**src/rtl/switch_led_ctrl.sv**
```systemverilog
// Multi-channel panel switch to LED controller.
// Each raw switch passes through a two-flop synchroniser and a per-channel
// debouncer. A global mode then picks the LED source: the debounced level,
// a toggle latch flipped on every debounced press, a blinking copy of the
// level, or all-off. Every LED output is registered.
module switch_led_ctrl #(
    parameter int N_CH            = 3,
    parameter int DEBOUNCE_CYCLES = 50000,
    parameter int BLINK_DIV       = 5000000
) (
    input  logic            clk,
    input  logic            rst,
    input  logic [N_CH-1:0] switch,
    input  logic [1:0]      mode,
    output logic [N_CH-1:0] led,
    output logic [N_CH-1:0] sw_db,
    output logic [N_CH-1:0] sw_rise
);

    localparam int CNT_W = $clog2(DEBOUNCE_CYCLES + 1);
    localparam int BLK_W = $clog2(BLINK_DIV + 1);

    localparam logic [CNT_W-1:0] CNT_LAST = CNT_W'(DEBOUNCE_CYCLES - 1);
    localparam logic [BLK_W-1:0] BLK_LAST = BLK_W'(BLINK_DIV - 1);

    localparam logic [1:0] MODE_DIRECT = 2'b00;
    localparam logic [1:0] MODE_TOGGLE = 2'b01;
    localparam logic [1:0] MODE_BLINK  = 2'b10;

    logic [N_CH-1:0]  sw_p0;
    logic [N_CH-1:0]  sw_p1;
    logic [CNT_W-1:0] db_cnt [N_CH];
    logic [N_CH-1:0]  tog;
    logic [BLK_W-1:0] blk_cnt;
    logic             phase;

    // LED source for the selected mode; blank is the fall-through case.
    function automatic logic [N_CH-1:0] led_sel(
        input logic [1:0]      m,
        input logic [N_CH-1:0] db,
        input logic [N_CH-1:0] tg,
        input logic            ph
    );
        logic [N_CH-1:0] r;
        r = '0;
        case (m)
            MODE_DIRECT: r = db;
            MODE_TOGGLE: r = tg;
            MODE_BLINK:  r = db & {N_CH{ph}};
            default:     r = '0;
        endcase
        return r;
    endfunction

    // Stage p0/p1: two-flop synchroniser for the asynchronous switch inputs.
    always_ff @(posedge clk) begin
        if (rst) begin
            sw_p0 <= '0;
            sw_p1 <= '0;
        end else begin
            sw_p0 <= switch;
            sw_p1 <= sw_p0;
        end
    end

    // Debounce: a differing level must persist DEBOUNCE_CYCLES clocks before it
    // is accepted; any return to the accepted level restarts the count. The
    // rise pulse is registered on the same edge that accepts a new high level.
    always_ff @(posedge clk) begin
        if (rst) begin
            for (int i = 0; i < N_CH; i++) begin
                db_cnt[i] <= '0;
            end
            sw_db   <= '0;
            sw_rise <= '0;
        end else begin
            for (int i = 0; i < N_CH; i++) begin
                sw_rise[i] <= 1'b0;
                if (sw_p1[i] == sw_db[i]) begin
                    db_cnt[i] <= '0;
                end else if (db_cnt[i] != CNT_LAST) begin
                    db_cnt[i] <= db_cnt[i] + 1'b1;
                end else begin
                    db_cnt[i]  <= '0;
                    sw_db[i]   <= sw_p1[i];
                    sw_rise[i] <= sw_p1[i];
                end
            end
        end
    end

    // Toggle latches flip on every debounced press, whatever the mode.
    always_ff @(posedge clk) begin
        if (rst) begin
            tog <= '0;
        end else begin
            tog <= tog ^ sw_rise;
        end
    end

    // Free-running blink prescaler; the phase inverts on each wrap.
    always_ff @(posedge clk) begin
        if (rst) begin
            blk_cnt <= '0;
            phase   <= 1'b0;
        end else if (blk_cnt == BLK_LAST) begin
            blk_cnt <= '0;
            phase   <= ~phase;
        end else begin
            blk_cnt <= blk_cnt + 1'b1;
        end
    end

    // Stage out: registered LED drive from the mode selected this cycle.
    always_ff @(posedge clk) begin
        if (rst) begin
            led <= '0;
        end else begin
            led <= led_sel(mode, sw_db, tog, phase);
        end
    end

endmodule

```
**config.mk**
```make
export PLATFORM = sky130hd
export DESIGN_NAME = switch_led_ctrl
export DESIGN_NICKNAME = d
export VERILOG_FILES = /design/src/rtl/switch_led_ctrl.sv
export SDC_FILE = /design/constraint.sdc
export NUM_CORES = 1
export LEC_CHECK = 0
export BUFFER_PORTS_ARGS = -buffer_cell sky130_fd_sc_hd__buf_2
export CAP_MARGIN = 5
export CORE_UTILIZATION = 40
export CTS_CLUSTER_SIZE = 12
export DETAILED_ROUTE_END_ITERATION = 10
export PLACE_DENSITY = 0.66
export SYNTH_ARGS = -nofsm -noshare
export SYNTH_HDL_FRONTEND = slang
export SYNTH_SLANG_ARGS = --single-unit
```
**constraint.sdc**
```tcl
create_clock -name clk -period 3.4 [get_ports clk]
set_input_delay 0.68 -clock clk [delete_from_list [all_inputs] [get_ports clk]]
set_output_delay 0.68 -clock clk [all_outputs]
set_load 0.02 [all_outputs]
```
== Word-level counts from Yosys, hierarchy flattened ==
Memory sizes are Yosys's and may differ from the RTL's.
Index checks and enable logic that the tools add are counted.
Storage, ports and cells
  register bits: 42
  memory bits (writable): 48
  input port bits: 7
  output and inout bits: 9
  memories: 1
Memories
  db_cnt: depth 3, bits a word 16, rd ports 3, clocked after memory_dff 0, wr ports 3, line 32  | logic [CNT_W-1:0] db_cnt [N_CH];
Operators by class
  add/subtract/negate cells: 4
  equal/unequal tests: 9
  mux-type cells: 45
  bitwise logic cells: 18
  reduce and logical (&&, ||, !) cells: 8
Operators with widths (number)
  two-way mux 16 bit: 9
  adder 16 x 1 -> 16 bit, second input constant: 3
  inequality test 16 bit, second input constant: 3
  two-way mux 1 bit: 35
  adder 23 x 1 -> 23 bit, second input constant: 1
  == test 23 bit, second input constant: 1
  bitwise OR 1 bit: 9
  case mux 3 bit (3 select lines): 1
  OR reduction 3 bit: 3
  inverter 1 bit: 7
  AND reduction 2 bit: 3
  bitwise AND 3 bit: 1
  == test 1 bit: 3
  XOR 3 bit: 1
  == test 2 x 1 -> 1 bit, second input constant: 1
  == test 2 bit, second input constant: 1
  zero test 2 bit: 1
  OR reduction 2 bit: 1

== Longest topological paths before layout ==
  depth in word-level cells: 7
  mapped depth: 6
  depth with buffers taken out: 5

== Worst setup path after synthesis ==
Ideal clock, no wire load.
  path kind: register to register
  start: memory db_cnt[1][7] (netlist name)
  end: memory db_cnt[1][15] (netlist name) (data pin)
  setup time: 0.264 ns
  data arrival time: 1.848 ns
  required time: 3.136 ns
  slack: 1.288 ns
  cell stages (with the launch flop): 6
  buffers on the path: 1
  clock period less this slack: 2.112 ns
  cells stage by stage: edfxtp_1 > or4b_1 > or4_1 > nand2_2 > buf_4 > a21oi_1
RTL lines (line)
  start, declared: 32

==> reports/results.ini <==
[clock_tree]
htreeDepth = 3
numCtsBuffers = 9
cts_tree = done
cts-root-buf = clkbuf_8
clock_latency_ns = 0.35
holdBufCountCts = 0
postCtsSetupRepairBufs = 0
cts_resized = 0
cts_sinks = 90
cts_buffer_depth = 2
clkTransAtPathRegs_ns = 0.08

[yosys]
postSynth.asyncResetShare = 0
yosysUniqueCellTypes = 41
synth_area_mm2 = 0.00430
synthTopCellsByArea = edfxtp_1, dfxtp_1, xnor2_1
syn_inst = 426
seq_area_frac_synth = 0.531
syn_avg_cell_area_um2 = 10.1
ys_ff_latch = 90
netlist.area_leader.share = 0.335
ys.flop_type = edfxtp_1
yosysTopAreaCell = edfxtp_1
synth_edf_count = 48
yosys_warnings = 0

[cells_and_area]
num-nets-final = 498
fin_cells = 628
antenna_cells = 0
utilization = 0.468
drive_above_1_share = 0.0711
syn_to_final_growth_pct = 12.8

[critical_path]
reg2reg_slack_ns = 1.13
r2r-end = db_cnt[1][4]
crit_type = register to register
crit_fanout = 14
critPathArrivalTime_ns = 2.36
required_ns = 3.49
rr_worst_depth = 4
r2r-start = db_cnt[1][7]
startpoint_type = register
crit_path_end_kind = register

[place]
dpl.hpwl_um = 5550
post-place-cells = 612
io_buffers = 15
place_congestion = 0.835

[power]
power.leakage_nw = 1.63
p_int_mw = 1.53
swShare = 0.220
power_mw = 1.97
ir_worst_vdd_mv = 0.159
p_seq_frac = 0.612
powerDensity_mw_per_mm2 = 406
power_frac_clock = 0.350
power_frac_comb = 0.037
switchingPower_uw = 433

[floorplan]
start_util = 0.414
die_area_mm2 = 0.0112
row_count = 37
chipHeight_um = 106
ios = 16
die_w_um = 106
coreArea_mm2 = 0.0104

[detailed_routing]
vias = 3180
wire_per_inst_um = 12.1
drc = 0
routed_via_density = 5.06
ant_nets = 0
drt_wl_total_um = 7600
drtIter0Drc = 228
dr.pass1.iters = 4

[sta]
period_needed_ns = 2.27
fin_setup_tns_ns = 0
final-hold-violation-count = 0
setup_viol = 0
post-route-period-util = 0.667
worst_hold_slack_ns = 0.444
worst_clock_skew_ns = 0.0144
finalMaxSlewViolations = 0
rsz0062_at_grt = no
timing.fmax_ghz = 0.441

[run_status]
status = complete, no violations

[global_route]
grt_pass1_wl_um = 13100
grt_usage = 0.147
grt_pass1_vias = 3033
grt_start_max_net_pins = 27
gr-total-overflow = 0
antenna_found_initial = 0

[worst_hold_path]
hp-start = sw_p0[0]
hold_end = sw_p1[0]
hold_class = register to register
hold_path_depth = 1

[flow_run]
max_cap_viol_count = 0

-- stage by stage --
stage               instance area (um^2)  setup slack, ns
global placement                    4660             1.23
floorplan                           4470             1.29
finish                              4850             1.13
global route                        4850             1.03
detailed placement                  4660             1.14
CTS                                 4850             1.12
-- synth_stat cells (all sizes together) (9+ instances only) --
cell type / number
nand2: 25
o21ai: 9
nor3: 13
o31ai: 11
xnor2: 38
or4: 12
nor2: 66
or3: 11
dfxtp: 42
xor2: 11
edfxtp: 48
inv: 9
and3: 11
nand3: 18
clkbuf: 10
nand4: 18
a21oi: 21
-- worst max-delay path, stage by stage, from the launching register on --
cell and delay, ns:
edfxtp_1 0.49, or4b_1 0.54, or4_1 0.62, nand2_2 0.28, nor2_1 0.09
-- metal layers --
layer | part of all wire | vias to the layer above | track usage
met2 | 0.45 | 48 | 0.242
met4 | 0.019 | 0 | 0.0685
li1 | - | 1626 | -
met5 | 0 | - | 0
met1 | 0.49 | 1495 | 0.186
met3 | 0.033 | 11 | 0.0284
-- cell families after synthesis --
family                     after synthesis  synth area share
buffers and inverters                   22            0.0221
and+or+nand+nor                        210             0.262
DFF                                     90             0.531
muxes                                    3           0.00699
xor gates and xnor gates                49            0.0999
other                                    1          0.000873
AOI/OAI and AO/OA                       47            0.0652
adders and majority gates                4            0.0116
-- worst max-delay path by stage --
stage                            start       endpoint  slack [ns]
final                     db_cnt[1][7]   db_cnt[1][4]        1.13
after detailed placement  db_cnt[1][7]   db_cnt[1][4]        1.14
after CTS                 db_cnt[1][7]   db_cnt[1][4]        1.12
after global routing      db_cnt[1][7]   db_cnt[1][4]        1.03
after global placement    db_cnt[1][7]   db_cnt[1][3]        1.23
after floorplan           db_cnt[1][7]  db_cnt[1][15]        1.29
-- cell usage in the layout (no fill, tap or decap), types with 2 or more instances in the layout --
master,instances
clkbuf_8,9
nor2_1,66
o31ai_1,11
a22oi_1,3
ha_1,4
mux2i_1,3
nor4bb_1,4
o21ai_0,9
or4_1,11
xnor2_1,38
nand3_1,17
nor4b_1,4
nand4_1,18
and4_1,4
nor3_1,13
and3_1,11
and2_1,3
edfxtp_1,48
buf_2,15
inv_1,9
dfxtp_1,42
or3_1,11
nor2b_1,7
a21oi_1,21
or4b_1,2
clkinv_1,3
nand2_2,2
nand2_1,23
nor4_1,8
clkinv_2,2
conb_1,48
xor2_1,11
-- power by group through the flow --
stage	Combinational, mW	Clock (mW)	Sequential, mW
2_1_floorplan	0.0613	0	1.22
3_3_place_gp	0.0710	0	1.23
3_5_place_dp	0.0721	0	1.23
4_1_cts	0.0726	0.718	1.21
5_1_grt	0.0846	0.757	1.21
6_report	0.0738	0.689	1.21
-- cell type report --
cell class | count | area, um^2
multi-input combinational | 361 | 2100
clock buffer | 9 | 124
inverter | 9 | 33.8
tap | 136 | 170
clock inverter | 7 | 60.1
fill | 1013 | 5520
sequential | 90 | 2280
timing repair buffer | 16 | 82.6
-- flip-flops by register name, indices dropped and copies added, names as in the netlist --
name     cells
sw_p0        3
sw_p1        3
tog          3
phase        1
sw_db        3
sw_rise      3
blk_cnt     23
db_cnt      48
led          3
(Power assumes the default switching activity.)
